`src/rtl/mux_bist_ctrl.sv`:
```
// -----------------------------------------------------------------------------
// mux_bist_ctrl
//
// Self-test engine for a 3-input select cell (z = c ? b : a).
//
// The engine drives the cell's a, b and c inputs and samples its z output. It
// applies all eight {a,b,c} vectors in ascending order and checks each
// response against the golden select function. It reports an overall pass
// flag, a saturating mismatch count, and the first vector that mismatched.
//
// Each vector is held for SETTLE_CYCLES cycles (SETTLE). z is then compared
// for one cycle (CHECK). A full sweep therefore takes 8*(SETTLE_CYCLES+1)
// cycles.
//
// Parameters
//   SETTLE_CYCLES  cycles a vector is held before z is sampled (>= 1)
//   CNT_W          width of fail_count (>= 1)
//
// Ports
//   clk               in   single clock, rising edge
//   rst_n             in   synchronous active-low reset
//   start             in   launch a sweep (honoured in IDLE and DONE)
//   abort             in   cancel a running sweep
//   dut_a/dut_b/dut_c out  registered stimulus {a,b,c} = vec[2:0]
//   dut_z             in   response from the cell under test
//   busy              out  sweep in progress
//   done              out  sweep finished; held until the next start
//   pass              out  done with no mismatches
//   fail_count        out  number of mismatching vectors, saturating
//   first_fail_vec    out  {a,b,c} of the first mismatch
//   first_fail_valid  out  first_fail_vec holds a captured vector
// -----------------------------------------------------------------------------
module mux_bist_ctrl #(
    parameter int SETTLE_CYCLES = 1,
    parameter int CNT_W         = 4
) (
    input  logic             clk,
    input  logic             rst_n,
    input  logic             start,
    input  logic             abort,
    output logic             dut_a,
    output logic             dut_b,
    output logic             dut_c,
    input  logic             dut_z,
    output logic             busy,
    output logic             done,
    output logic             pass,
    output logic [CNT_W-1:0] fail_count,
    output logic [2:0]       first_fail_vec,
    output logic             first_fail_valid
);

    // The settle counter must be at least 1 bit wide, even when SETTLE_CYCLES == 1.
    localparam int SC_W = (SETTLE_CYCLES > 1) ? $clog2(SETTLE_CYCLES) : 1;
    localparam logic [SC_W-1:0]  SETTLE_LOAD = SC_W'(SETTLE_CYCLES - 1);
    localparam logic [CNT_W-1:0] CNT_MAX     = {CNT_W{1'b1}};

    typedef enum logic [1:0] {
        IDLE   = 2'd0,
        SETTLE = 2'd1,
        CHECK  = 2'd2,
        DONE   = 2'd3
    } state_t;

    state_t           state_q, state_d;
    logic [2:0]       vec_q, vec_d;
    logic [SC_W-1:0]  cnt_q, cnt_d;
    logic [CNT_W-1:0] fail_count_q, fail_count_d;
    logic [2:0]       ffv_q, ffv_d;
    logic             ffvalid_q, ffvalid_d;

    logic exp_z;
    logic mismatch;

    // Golden select function, evaluated on the vector currently driven.
    assign exp_z = vec_q[0] ? vec_q[1] : vec_q[2];

    // The case inequality makes an X or Z on dut_z count as a mismatch.
    // Synthesis treats it as a plain inequality, and a real net is never X.
    assign mismatch = (dut_z !== exp_z);

    // ------------------------------------------------------------------------
    // Next-state and next-result logic
    // ------------------------------------------------------------------------
    always_comb begin
        // NOTE: every variable assigned here receives a default first, so no path
        // leaves a value unassigned and no latch is inferred.
        state_d      = state_q;
        vec_d        = vec_q;
        cnt_d        = cnt_q;
        fail_count_d = fail_count_q;
        ffv_d        = ffv_q;
        ffvalid_d    = ffvalid_q;

        unique case (state_q)
            IDLE, DONE: begin
                // A new start clears the previous results and restarts at vector 0.
                // In these states abort is ignored, so start wins when both are high.
                if (start) begin
                    state_d      = SETTLE;
                    vec_d        = 3'd0;
                    cnt_d        = SETTLE_LOAD;
                    fail_count_d = '0;
                    ffv_d        = 3'd0;
                    ffvalid_d    = 1'b0;
                end
            end

            SETTLE: begin
                if (abort) begin
                    state_d = IDLE;
                end else if (cnt_q == '0) begin
                    state_d = CHECK;
                end else begin
                    cnt_d = cnt_q - 1'b1;
                end
            end

            CHECK: begin
                // An abort in this cycle discards the comparison result.
                if (abort) begin
                    state_d = IDLE;
                end else begin
                    if (mismatch) begin
                        if (fail_count_q != CNT_MAX) begin
                            fail_count_d = fail_count_q + 1'b1;
                        end
                        if (!ffvalid_q) begin
                            ffv_d     = vec_q;
                            ffvalid_d = 1'b1;
                        end
                    end
                    // After the last vector, the stimulus keeps driving 3'b111.
                    if (vec_q == 3'd7) begin
                        state_d = DONE;
                    end else begin
                        vec_d   = vec_q + 3'd1;
                        cnt_d   = SETTLE_LOAD;
                        state_d = SETTLE;
                    end
                end
            end

            default: begin
                state_d = IDLE;
            end
        endcase
    end

    // ------------------------------------------------------------------------
    // State and result registers
    // ------------------------------------------------------------------------
    always_ff @(posedge clk) begin
        // NOTE: sequential state uses non-blocking assignments only. Every
        // register then samples the values from before the edge, whatever
        // order the statements appear in.
        if (!rst_n) begin
            state_q      <= IDLE;
            vec_q        <= 3'd0;
            cnt_q        <= '0;
            fail_count_q <= '0;
            ffv_q        <= 3'd0;
            ffvalid_q    <= 1'b0;
        end else begin
            state_q      <= state_d;
            vec_q        <= vec_d;
            cnt_q        <= cnt_d;
            fail_count_q <= fail_count_d;
            ffv_q        <= ffv_d;
            ffvalid_q    <= ffvalid_d;
        end
    end

    // ------------------------------------------------------------------------
    // Outputs
    // ------------------------------------------------------------------------
    // The stimulus comes straight from the vector register, so it is glitch-free.
    // It keeps its value through an abort.
    assign dut_a = vec_q[2];
    assign dut_b = vec_q[1];
    assign dut_c = vec_q[0];

    assign busy             = (state_q == SETTLE) || (state_q == CHECK);
    assign done             = (state_q == DONE);
    assign pass             = done && (fail_count_q == '0);
    assign fail_count       = fail_count_q;
    assign first_fail_vec   = ffv_q;
    assign first_fail_valid = ffvalid_q;

endmodule

```
`config.mk`:
```
export PLATFORM = sky130hd
export DESIGN_NAME = mux_bist_ctrl
export DESIGN_NICKNAME = d
export VERILOG_FILES = /design/src/rtl/mux_bist_ctrl.sv
export SDC_FILE = /design/constraint.sdc
export NUM_CORES = 1
export LEC_CHECK = 0
export BUFFER_PORTS_ARGS = -buffer_cell sky130_fd_sc_hd__buf_2
export CORE_MARGIN = 1.5
export CORE_UTILIZATION = 55
export DETAILED_ROUTE_END_ITERATION = 8
export GPL_ROUTABILITY_DRIVEN = 0
export PLACE_DENSITY = 0.81
export SKIP_CTS_REPAIR_TIMING = 1
export SYNTH_ARGS = -nofsm -noshare
export SYNTH_HDL_FRONTEND = slang
export SYNTH_SLANG_ARGS = --single-unit
```
`constraint.sdc`:
```
create_clock -name clk -period 3.3 [get_ports clk]
set_input_delay 0.33 -clock clk [delete_from_list [all_inputs] [get_ports clk]]
set_output_delay 0.33 -clock clk [all_outputs]
set_load 0.02 [all_outputs]
```
Word-level counts from Yosys, hierarchy flattened
Index checks and enable logic that the tools add are counted.
{"block": "op_classes", "eq_ne": 14, "n_reduce_logical": 12, "add_sub_neg": 3, "muxes": 29}
{"cell": "$mux W3", "n": 6}
{"cell": "$mux W4", "n": 4}
{"cell": "$ne A2 B2 Y1 const B", "n": 7}
{"cell": "$pmux W3 S2", "n": 2}
{"cell": "$reduce_and A4 Y1", "n": 3}
{"cell": "$mux W2", "n": 5}
{"cell": "$reduce_and A5 Y1", "n": 2}
{"cell": "$mux W1", "n": 8}
{"cell": "$pmux W4 S2", "n": 1}
{"cell": "$pmux W2 S3", "n": 1}
{"cell": "$add A4 B1 Y4 const B", "n": 1}
{"cell": "$eq A2 B2 Y1 const B", "n": 2}
{"cell": "$logic_not A4 Y1", "n": 1}
{"cell": "$ne A4 B4 Y1 const B", "n": 1}
{"cell": "$add A3 B1 Y3 const B", "n": 1}
{"cell": "$eq A3 B3 Y1 const B", "n": 1}
{"cell": "$ne A3 B3 Y1 const B", "n": 1}
{"cell": "$pmux W1 S3", "n": 1}
{"cell": "$eq A2 B1 Y1 const B", "n": 1}
{"cell": "$logic_not A2 Y1", "n": 1}
{"cell": "$pmux W1 S2", "n": 1}
{"cell": "$reduce_and A2 Y1", "n": 1}
{"cell": "$reduce_bool A2 Y1", "n": 1}
{"cell": "$reduce_or A2 Y1", "n": 1}
{"cell": "other kinds (4)", "n": 4}
{"block": "totals", "register_bits": 14, "input_bits": 5, "wordCells": 64, "out_inout_bits": 14}

Depth between registers and ports, before layout
Gate-level depths: netlist (run 1).
{"block": "logic_depth", "depth_word": 5, "ltp_mapped": 7, "ltp_nobuf": 6}

Worst setup path before layout (run 1)
OpenSTA, ideal clock, no wires.
{"block": "synth_timing", "path_type": "reg2reg", "start": "register state_q[0]", "end": "register ffv_q[0], in the netlist first_fail_vec[0]", "arrival_time_ns": 1.796, "path_slack_ns": 1.432, "t_required_ns": 3.228, "synth_period_minus_slack_ns": 1.868, "setup_time_ns": 0.072, "path_stages_with_launch": 8, "path_cell_list": "dfxtp_1 inv_1 ha_1 clkbuf_1 and2_1 mux2_4 a2111oi_4 mux2i_1"}
{"block": "synth_between", "elab_chain_len": 4, "word_cells_on_any_way": 11}
{"item": "start: declaration", "line": "65", "rtl": "state_t state_q, state_d;"}
{"item": "start signal: assignment", "line": "165", "rtl": "state_q <= state_d;"}
{"item": "$eq A2 B2 Y1 or $logic_not A2 Y1 (tied branches)", "line": "95", "rtl": "unique case (state_q)"}
{"item": "$reduce_or A2 Y1", "line": "95"}
{"item": "$ne A2 B2 Y1 (no line) or $reduce_bool A2 Y1 (tied branches)"}
{"item": "$reduce_and A5 Y1 (no line)"}
{"item": "end signal: assignment", "line": "169", "rtl": "ffv_q <= ffv_d;"}
{"item": "end: declaration", "line": "69", "rtl": "logic [2:0] ffv_q, ffv_d;"}
Parallel ways exist; a longest one is shown, timed or not.
A chain may end at the register's enable or synchronous reset.

Final worst setup path (run 1)
Same ends and word-level chain as after synthesis.

==> run_results.csv, run 1 <==
group,metric,value,unit
pwr,internal_power,236,uW
sta,finalCritPeriodShare,0.631,
cells_and_area,diodes,0,
cells_and_area,layout-drive-gt1-share,0.219,
global_routing,grt_usage,0.214,
clocking,path_clk_slew,0.09,ns
place,place_hpwl,1310,microns
sta,tightest_slew,0.474,ns
pwr,ir_drop,0.000242,V
logic_synthesis,yosys_warnings,0,
floorplan,initial_core_util,0.613,
logic_synthesis,syn_area,827,sq um
clocking,clock_latency,0.29,ns
drt,drt_iter0_drc,19,
critical_path,r2r_setup_slack,1.22,ns
drt,drc,0,
place,place_inst,125,
critical_path,critPathCaptureType,"register",
critical_path,worstPathCellList,"inv_1 > ha_1 > and2_1 > mux2_4 > a2111oi_4 > mux2i_1",
critical_path,reg2regPathDepth,6,
logic_synthesis,yosys.cell_types.count,27,
pwr,power-per-cell-area,360,nW/um^2
run_status,status,"complete, no violations",
clocking,cts_buffers,3,
global_routing,grt_start_max_net_pins,18,
sta,finalClockSkew,0.00579,ns
global_routing,grt-ovfl-total,0,
clocking,cts.sinks,13,
floorplan,dieArea,1750,sq um
cells_and_area,finalNetCount,129,
place,io_buffers,18,
critical_path,crit_arrival,2.31,ns
sta,grt_setup_unrepaired,"false",
logic_synthesis,netlist_instances,95,
critical_path,crit_slowest_cell,"a2111oi_4",
critical_path,rr_startpoint,"state_q[0]",
min_path,min_path_type,"input pin to register",
logic_synthesis,async_flop_share,0,
sta,hold_viol_final,0,
global_routing,first_global_vias,653,
logic_synthesis,synth-edff-count,0,
sta,hold_slack,0.394,ns
min_path,hold_end,"first_fail_vec[1]",
sta,slew_headroom,0.684,
critical_path,worst-path-max-fanout,17,
logic_synthesis,synthTopCellsByArea,"dfxtp_1, ha_1, mux2i_1, a21oi_1, nand2_1",
min_path,hold_depth,3,
critical_path,required,3.52,ns
clocking,cts_tree,"done",
pwr,switchingPower,107,uW
sta,fin_tns_setup,0,ns
sta,setup_slack,1.22,ns
min_path,min-delay-start,"rst_n",
floorplan,rows,13,
cells_and_area,fin_cells,129,
floorplan,io_pins,19,
sta,fmax,0.480,GHz
place,pre_cts_ws,1.22,ns
drt,wl,1720,microns
pwr,power_leakage,0.000428,uW
clocking,clockBufferDepth,2,
floorplan,die_h,41.8,microns
floorplan,coreArea,1350,sq um
global_routing,antenna_found_initial,0,
logic_synthesis,synth_top_area_frac,0.315,
clocking,htreeDepth,1,
critical_path,rr_endpoint,"first_fail_vec[0]",
logic_synthesis,yosysSeqAreaShare,0.315,
drt,postRouteAntennaNets,0,
drt,num_vias,753,
critical_path,critPathTopFamily,"multiplexers",
drt,via_per_inst,5.84,
logic_synthesis,synthFlopType,"dfxtp_1",
drt,wire_per_inst,13.3,microns
global_routing,grt_pass1_wl,2950,microns
logic_synthesis,ys_ff_latch,13,
critical_path,cp_slowest_stage_delay,0.41,ns
sta,layout_min_cycle_time,2.08,ns
logic_synthesis,synth.avg_cell_area,8.71,sq um
clocking,cts_root_buf,"clkbuf_4",
pwr,p_seq_frac,0.483,
pwr,combPwrFrac,0.213,
floorplan,fp.dieW,41.8,microns
logic_synthesis,yosysTopAreaCell,"dfxtp_1",
pwr,clkPwrFrac,0.304,
critical_path,critPathLaunchType,"register",
drt,firstDrtPassIters,4,
critical_path,worstSetupPathType,"register to register",
cells_and_area,syn_to_final_growth,15.0,%
flow_run,cap_violations,0,
logic_synthesis,syn_nets,109,
critical_path,path_buf_inv,1,
sta,drv_slew,0,
pwr,switching_share,0.312,
sta,finalSetupViolCount,0,
==> worst register-to-register path, delay by kind of cell (launching register included) <==
family                   cells  cell delay (ns)
adder cells (fa/ha/maj)      1             0.37
multiplexers                 2             0.53
flip-flops                   1             0.40
AND/OR/NAND/NOR              1             0.23
buffers and inverters        1             0.09
AO/OA/AOI/OAI                1             0.41
==> state kept, by name, summed over array words and instances (netlist names) <==
register and flops:
fail_count 4, first_fail_vec 3, vec_q 3, state_q 2
first_fail_valid 1
==> how the worst max path moves through the flow <==
stage	start	end	slack, ns	cells after the start
6_report	state_q[0]	first_fail_vec[0]	1.22	6
5_1_grt	state_q[0]	first_fail_vec[0]	1.05	6
4_1_cts	state_q[0]	first_fail_vec[0]	1.20	6
3_5_place_dp	state_q[0]	first_fail_vec[0]	1.22	6
3_3_place_gp	state_q[0]	first_fail_vec[2]	1.30	6
2_1_floorplan	state_q[0]	first_fail_vec[0]	1.43	7
==> layout by cell type, fill, tap and decap left out <==
| cell type | n |
|---|---|
| o21ai_1 | 2 |
| mux2_4 | 1 |
| and2_1 | 1 |
| nand3_1 | 6 |
| dfxtp_1 | 13 |
| a211oi_1 | 1 |
| nor2b_1 | 3 |
| ha_1 | 9 |
| nand2_1 | 11 |
| o21ai_0 | 3 |
| clkbuf_4 | 3 |
| nor3_1 | 2 |
| a21oi_1 | 9 |
| inv_1 | 6 |
| nor2_1 | 3 |
| o2111a_1 | 1 |
| a2111oi_4 | 1 |
| nand4_1 | 3 |
| o221a_2 | 1 |
| o2111ai_1 | 3 |
| o32ai_1 | 1 |
| o311ai_1 | 1 |
| nand3b_1 | 1 |
| nor3b_2 | 1 |
| mux2i_1 | 5 |
| nand2b_1 | 3 |
| buf_2 | 18 |
| clkbuf_1 | 1 |
| or3b_1 | 1 |
==> routing by layer <==
metal | part of all wire | wire, microns | GRT usage
met2 | 0.46 | 781 | 0.319
met5 | 0 | 0 | 0
met4 | 0.022 | 37 | 0.0968
met1 | 0.49 | 842 | 0.297
met3 | 0.032 | 55 | 0.0391
==> power groups by stage <==
stage,clock network (uW),logic (uW),registers [uW]
final,104,73.0,165
after global routing,108,81.2,166
after CTS,103,72.2,165
after detailed placement,0,72.0,169
after global placement,0,70.1,169
after floorplan,0,53.0,171
==> cell usage after synthesis (all sizes together), types with 2 or more instances <==
cell type,number
a21oi,9
dfxtp,13
nor3,2
nor2,3
o2111ai,3
inv,6
nand2b,3
clkbuf,3
nand3,6
nand2,11
o21ai,5
nand4,3
nor2b,3
mux2i,5
ha,9
==> cells by family after synthesis <==
| logic type | count (synthesis) | synth area share |
|---|---|---|
| compound gates | 23 | 0.207 |
| fa+ha+maj | 9 | 0.136 |
| buf+inv | 9 | 0.0408 |
| flops | 13 | 0.315 |
| mux | 6 | 0.0787 |
| simple gates | 35 | 0.222 |
==> through the flow <==
| stage | total power, uW | utilization | instance area, sq um |
|---|---|---|---|
| floorplan | 224 | - | 827 |
| global placement | 239 | 0.685 | 925 |
| detailed placement | 241 | 0.685 | 925 |
| CTS | 340 | 0.704 | 951 |
| global route | 356 | 0.704 | 951 |
| finish | 342 | 0.704 | 951 |
==> layout make-up <==
cell class              count  area (sq um)
multi-input cells          73           533
fillers                   119           399
flip-flops and latches     13           260
repair buffers             18          90.1
clock buffers               4          26.3
inverters                   6          22.5
well taps                  15          18.8
Note: power is estimated with default switching activity, not from simulation.
==> run 2, diff against run 1 <==
--- a/config.mk
+++ b/config.mk
@@ -7,10 +7,10 @@
 export LEC_CHECK = 0
 export BUFFER_PORTS_ARGS = -buffer_cell sky130_fd_sc_hd__buf_2
 export CORE_MARGIN = 1.5
-export CORE_UTILIZATION = 55
+export CORE_UTILIZATION = 46
 export DETAILED_ROUTE_END_ITERATION = 8
 export GPL_ROUTABILITY_DRIVEN = 0
-export PLACE_DENSITY = 0.81
+export PLACE_DENSITY = 0.72
 export SKIP_CTS_REPAIR_TIMING = 1
 export SYNTH_ARGS = -nofsm -noshare
 export SYNTH_HDL_FRONTEND = slang
==> constraint.sdc (replaced) <==
create_clock -name clk -period 1.83 [get_ports clk]
set_input_delay 0.183 -clock clk [delete_from_list [all_inputs] [get_ports clk]]
set_output_delay 0.183 -clock clk [all_outputs]
set_load 0.02 [all_outputs]
==> run_results.csv, run 2 (synthesized netlist as in run 1, its figures left out) <==
group,metric,value,unit
cells_and_area,final_cell_mix,"buf_2, nand2_1, a21oi_1, dfxtp_1, ha_1",
cells_and_area,fillers,161,
global_routing,grt_start_max_net_pins,13,
critical_path,rr_startpoint,"state_q[0]",
place,io_buffers,18,
cells_and_area,final_common_cell,"buf_2",
critical_path,r2r_setup_slack,0.06,ns
floorplan,die_h,45.4,microns
place,place_hpwl,1410,microns
sta,slew_headroom,0.719,
place,dpl-instance-area,975,sq um
sta,setup_slack,0.0625,ns
floorplan,initial_core_util,0.484,
cells_and_area,utilization,0.615,
sta,layout_min_cycle_time,1.77,ns
sta,finalClockSkew,0.00114,ns
pwr,power_leakage,0.000469,uW
floorplan,io_pins,19,
clocking,path_clk_slew,0.08,ns
floorplan,rows,15,
sta,finalSetupViolCount,0,
cells_and_area,seqCellArea,265,sq um
floorplan,dieArea,2060,sq um
cells_and_area,syn_to_final_growth,27.1,%
global_routing,grt_usage,0.181,
critical_path,critPathLaunchType,"register",
critical_path,worstPathCellList,"inv_1 > ha_4 > and2_1 > mux2_4 > a2111oi_4 > mux2i_1",
sta,tightest_slew,0.421,ns
cells_and_area,final_cell_area,1050,sq um
sta,grt_setup_unrepaired,"false",
cells_and_area,diodes,0,
cells_and_area,finalNetCount,135,
min_path,min-delay-start,"start",
run_status,status,"complete, no violations",
critical_path,worstSetupPathType,"register to register",
cells_and_area,layout-drive-gt1-share,0.333,
clocking,cts_buffers,3,
critical_path,crit_path_start,"state_q[0]",
drt,drc,0,
drt,firstDrtPassIters,4,
min_path,min_path_type,"input pin to register",
clocking,cts.sinks,13,
cells_and_area,multiInputGateArea,571,sq um
global_routing,first_global_vias,640,
flow_run,cap_violations,0,
clocking,clock_latency,0.27,ns
drt,num_vias,783,
global_routing,grt_pass1_wl,2680,microns
drt,postRouteAntennaNets,0,
pwr,ir_drop,0.000396,V
clocking,cts_root_buf,"clkbuf_4",
place,pre_cts_ws,0.0104,ns
drt,drt_iter0_drc,16,
critical_path,critPathCaptureType,"register",
critical_path,worst-path-max-fanout,7,
global_routing,grt-ovfl-total,0,
floorplan,fp.dieW,45.4,microns
drt,wire_per_inst,12.1,microns
sta,fmax,0.566,GHz
critical_path,cp_slowest_stage_delay,0.42,ns
critical_path,crit_arrival,1.97,ns
clocking,clockBufferDepth,2,
drt,wl,1760,microns
drt,via_per_inst,5.40,
cells_and_area,largest_reg_flops,4,
critical_path,crit_slowest_cell,"a2111oi_4",
floorplan,coreArea,1710,sq um
clocking,cts_tree,"done",
sta,drv_slew,0,
critical_path,required,2.03,ns
sta,finalCritPeriodShare,0.966,
pwr,power-per-cell-area,598,nW/um^2
clocking,htreeDepth,1,
sta,hold_viol_final,0,
global_routing,antenna_found_initial,0,
-- run 2: changes by cell type in the layout (fill, tap and decap cells not counted), sizes merged --
cell and delta:
buf +6
-- run 2: per-stage QoR --
step	cells	power [uW]	TNS, ns	hold WS, ns
2_1_floorplan	95	404	0	0.343
3_3_place_gp	140	445	0	0.440
3_5_place_dp	140	448	0	0.447
4_1_cts	144	622	-0.0100	0.253
5_1_grt	145	663	0	0.264
6_report	145	628	0	0.254
-- run 2: worst paths after layout --
| path | end | cells past startpoint |
|---|---|---|
| worst min-delay path | state_q[0] | 4 |
| worst max-delay path | first_fail_vec[0] | 6 |
| worst max register to register | first_fail_vec[0] | 6 |
| worst min register to register | first_fail_vec[2] | 2 |
-- run 2: layout make-up --
type,count,area share
Tap cell,25,0.0298
Clock buffer,4,0.0250
Inverter,6,0.0214
Timing Repair Buffer,24,0.129
Multi-Input combinational cell,73,0.543
Sequential cell,13,0.252
-- run 2: per-layer routing --
| layer | share of wire | track usage |
|---|---|---|
| met1 | 0.46 | 0.231 |
| met2 | 0.48 | 0.287 |
| met3 | 0.050 | 0.0476 |
| met4 | 0.014 | 0.0706 |
| met5 | 0 | 0 |
-- run 2: power by group --
group	internal (uW)	total (uW)	switching, uW
Combinational	65.5	155	89.6
Sequential	290	297	6.82
Clock	84.3	176	92.1
-- run 2: critical path, delay by kind of cell, from the launching register on --
kind | cells | cell delay, ns
buffers and inverters | 1 | 0.07
DFF | 1 | 0.34
AOI/OAI and AO/OA | 1 | 0.42
and+or+nand+nor | 1 | 0.14
adders and majority gates | 1 | 0.19
muxes | 2 | 0.54
==> run 3, diff against run 2 <==
--- a/config.mk
+++ b/config.mk
@@ -10,8 +10,9 @@
 export CORE_UTILIZATION = 46
 export DETAILED_ROUTE_END_ITERATION = 8
 export GPL_ROUTABILITY_DRIVEN = 0
-export PLACE_DENSITY = 0.72
+export PLACE_DENSITY = 0.71
 export SKIP_CTS_REPAIR_TIMING = 1
 export SYNTH_ARGS = -nofsm -noshare
 export SYNTH_HDL_FRONTEND = slang
 export SYNTH_SLANG_ARGS = --single-unit
+export TNS_END_PERCENT = 30
==> run_results.csv, run 3 (synthesized netlist as in run 1, its figures left out) <==
group,metric,value,unit
global_routing,antenna_found_initial,0,
sta,fin_tns_setup,0,ns
place,dpl-instance-area,975,sq um
clocking,cts_root_buf,"clkbuf_4",
sta,layout_min_cycle_time,1.79,ns
critical_path,crit_arrival,2.00,ns
sta,hold_viol_final,0,
global_routing,first_global_vias,665,
cells_and_area,diodes,0,
floorplan,fp.dieW,45.4,microns
sta,setup_slack,0.0388,ns
sta,finalSetupViolCount,0,
clocking,clock_latency,0.28,ns
min_path,hold_depth,2,
place,place_hpwl,1320,microns
cells_and_area,layout-drive-gt1-share,0.306,
flow_run,cap_violations,0,
min_path,min_path_type,"input pin to register",
floorplan,io_pins,19,
global_routing,grt_start_max_net_pins,13,
drt,wire_per_inst,12.5,microns
sta,fmax,0.558,GHz
cells_and_area,fin_cells,146,
critical_path,worstSetupPathType,"register to register",
cells_and_area,largest_reg_flops,4,
drt,wl,1820,microns
run_status,status,"complete, no violations",
sta,tightest_slew,0.374,ns
clocking,path_clk_slew,0.08,ns
sta,grt_setup_unrepaired,"true",
floorplan,coreArea,1710,sq um
pwr,p_total,633,uW
critical_path,critPathCaptureType,"register",
sta,finalClockSkew,0.00660,ns
drt,num_vias,800,
pwr,power-per-cell-area,612,nW/um^2
sta,finalCritPeriodShare,0.979,
critical_path,worst-path-max-fanout,7,
clocking,cts.sinks,13,
drt,via_per_inst,5.48,
floorplan,initial_core_util,0.484,
clocking,cts_tree,"done",
cells_and_area,final_common_cell,"buf_2",
pwr,power_leakage,0.000470,uW
cells_and_area,final_cell_mix,"buf_2, dfxtp_1, nand2_1, a21oi_1, ha_1",
place,io_buffers,18,
global_routing,grt_usage,0.190,
place,place_inst,140,
drt,postRouteAntennaNets,0,
clocking,htreeDepth,1,
critical_path,critPathLaunchType,"register",
critical_path,reg2regPathDepth,7,
cells_and_area,final_cell_area,1030,sq um
cells_and_area,finalNetCount,136,
sta,drv_slew,0,
drt,drc,0,
floorplan,rows,15,
cells_and_area,syn_to_final_growth,25.0,%
clocking,clockBufferDepth,2,
critical_path,required,2.04,ns
clocking,cts_buffers,3,
floorplan,die_h,45.4,microns
floorplan,dieArea,2060,sq um
place,pre_cts_ws,0.0361,ns
pwr,ir_drop,0.000333,V
global_routing,grt_pass1_wl,2810,microns
sta,slew_headroom,0.750,
drt,firstDrtPassIters,5,
drt,drt_iter0_drc,28,
global_routing,grt-ovfl-total,0,
==> run 3: layout make-up <==
cell class | count | area, sq um
inverter | 6 | 22.5
tap | 25 | 31.3
multi-input combinational | 73 | 549
sequential | 13 | 262
timing repair buffer | 25 | 143
fill | 157 | 674
clock buffer | 4 | 26.3
==> run 3: through the flow <==
stage	hold WS [ns]	utilization
3_3_place_gp	0.439	0.571
4_1_cts	0.245	0.586
3_5_place_dp	0.448	0.571
6_report	0.250	0.605
5_1_grt	0.256	0.605
2_1_floorplan	0.343	-
==> run 3: layer usage <==
layer,up-vias,GRT usage,routed length [microns]
met3,8,0.0516,120
li1,399,-,-
met5,-,0,0
met4,0,0.0941,47
met2,31,0.290,832
met1,362,0.243,824
==> run 3: path summary, 6_finish.rpt <==
path	slack, ns	endpoint	start
worst max register to register	0.04	first_fail_vec[2]	state_q[0]
worst max-delay path	0.04	first_fail_vec[2]	state_q[0]
worst min-delay path	0.25	first_fail_valid	rst_n
worst min register to register	0.45	first_fail_vec[0]	first_fail_vec[0]
==> run 3: worst max-delay path: stages, from the launching register on <==
cell	delay (ns)
dfxtp_1	0.34
inv_1	0.06
ha_2	0.22
and2_1	0.16
mux2_4	0.31
a2111oi_4	0.27
buf_4	0.19
mux2i_1	0.17
==> run 3: power by group <==
part | internal [uW] | switching, uW
registers | 289 | 6.16
clock network | 84.6 | 95.1
logic | 68.4 | 89.2
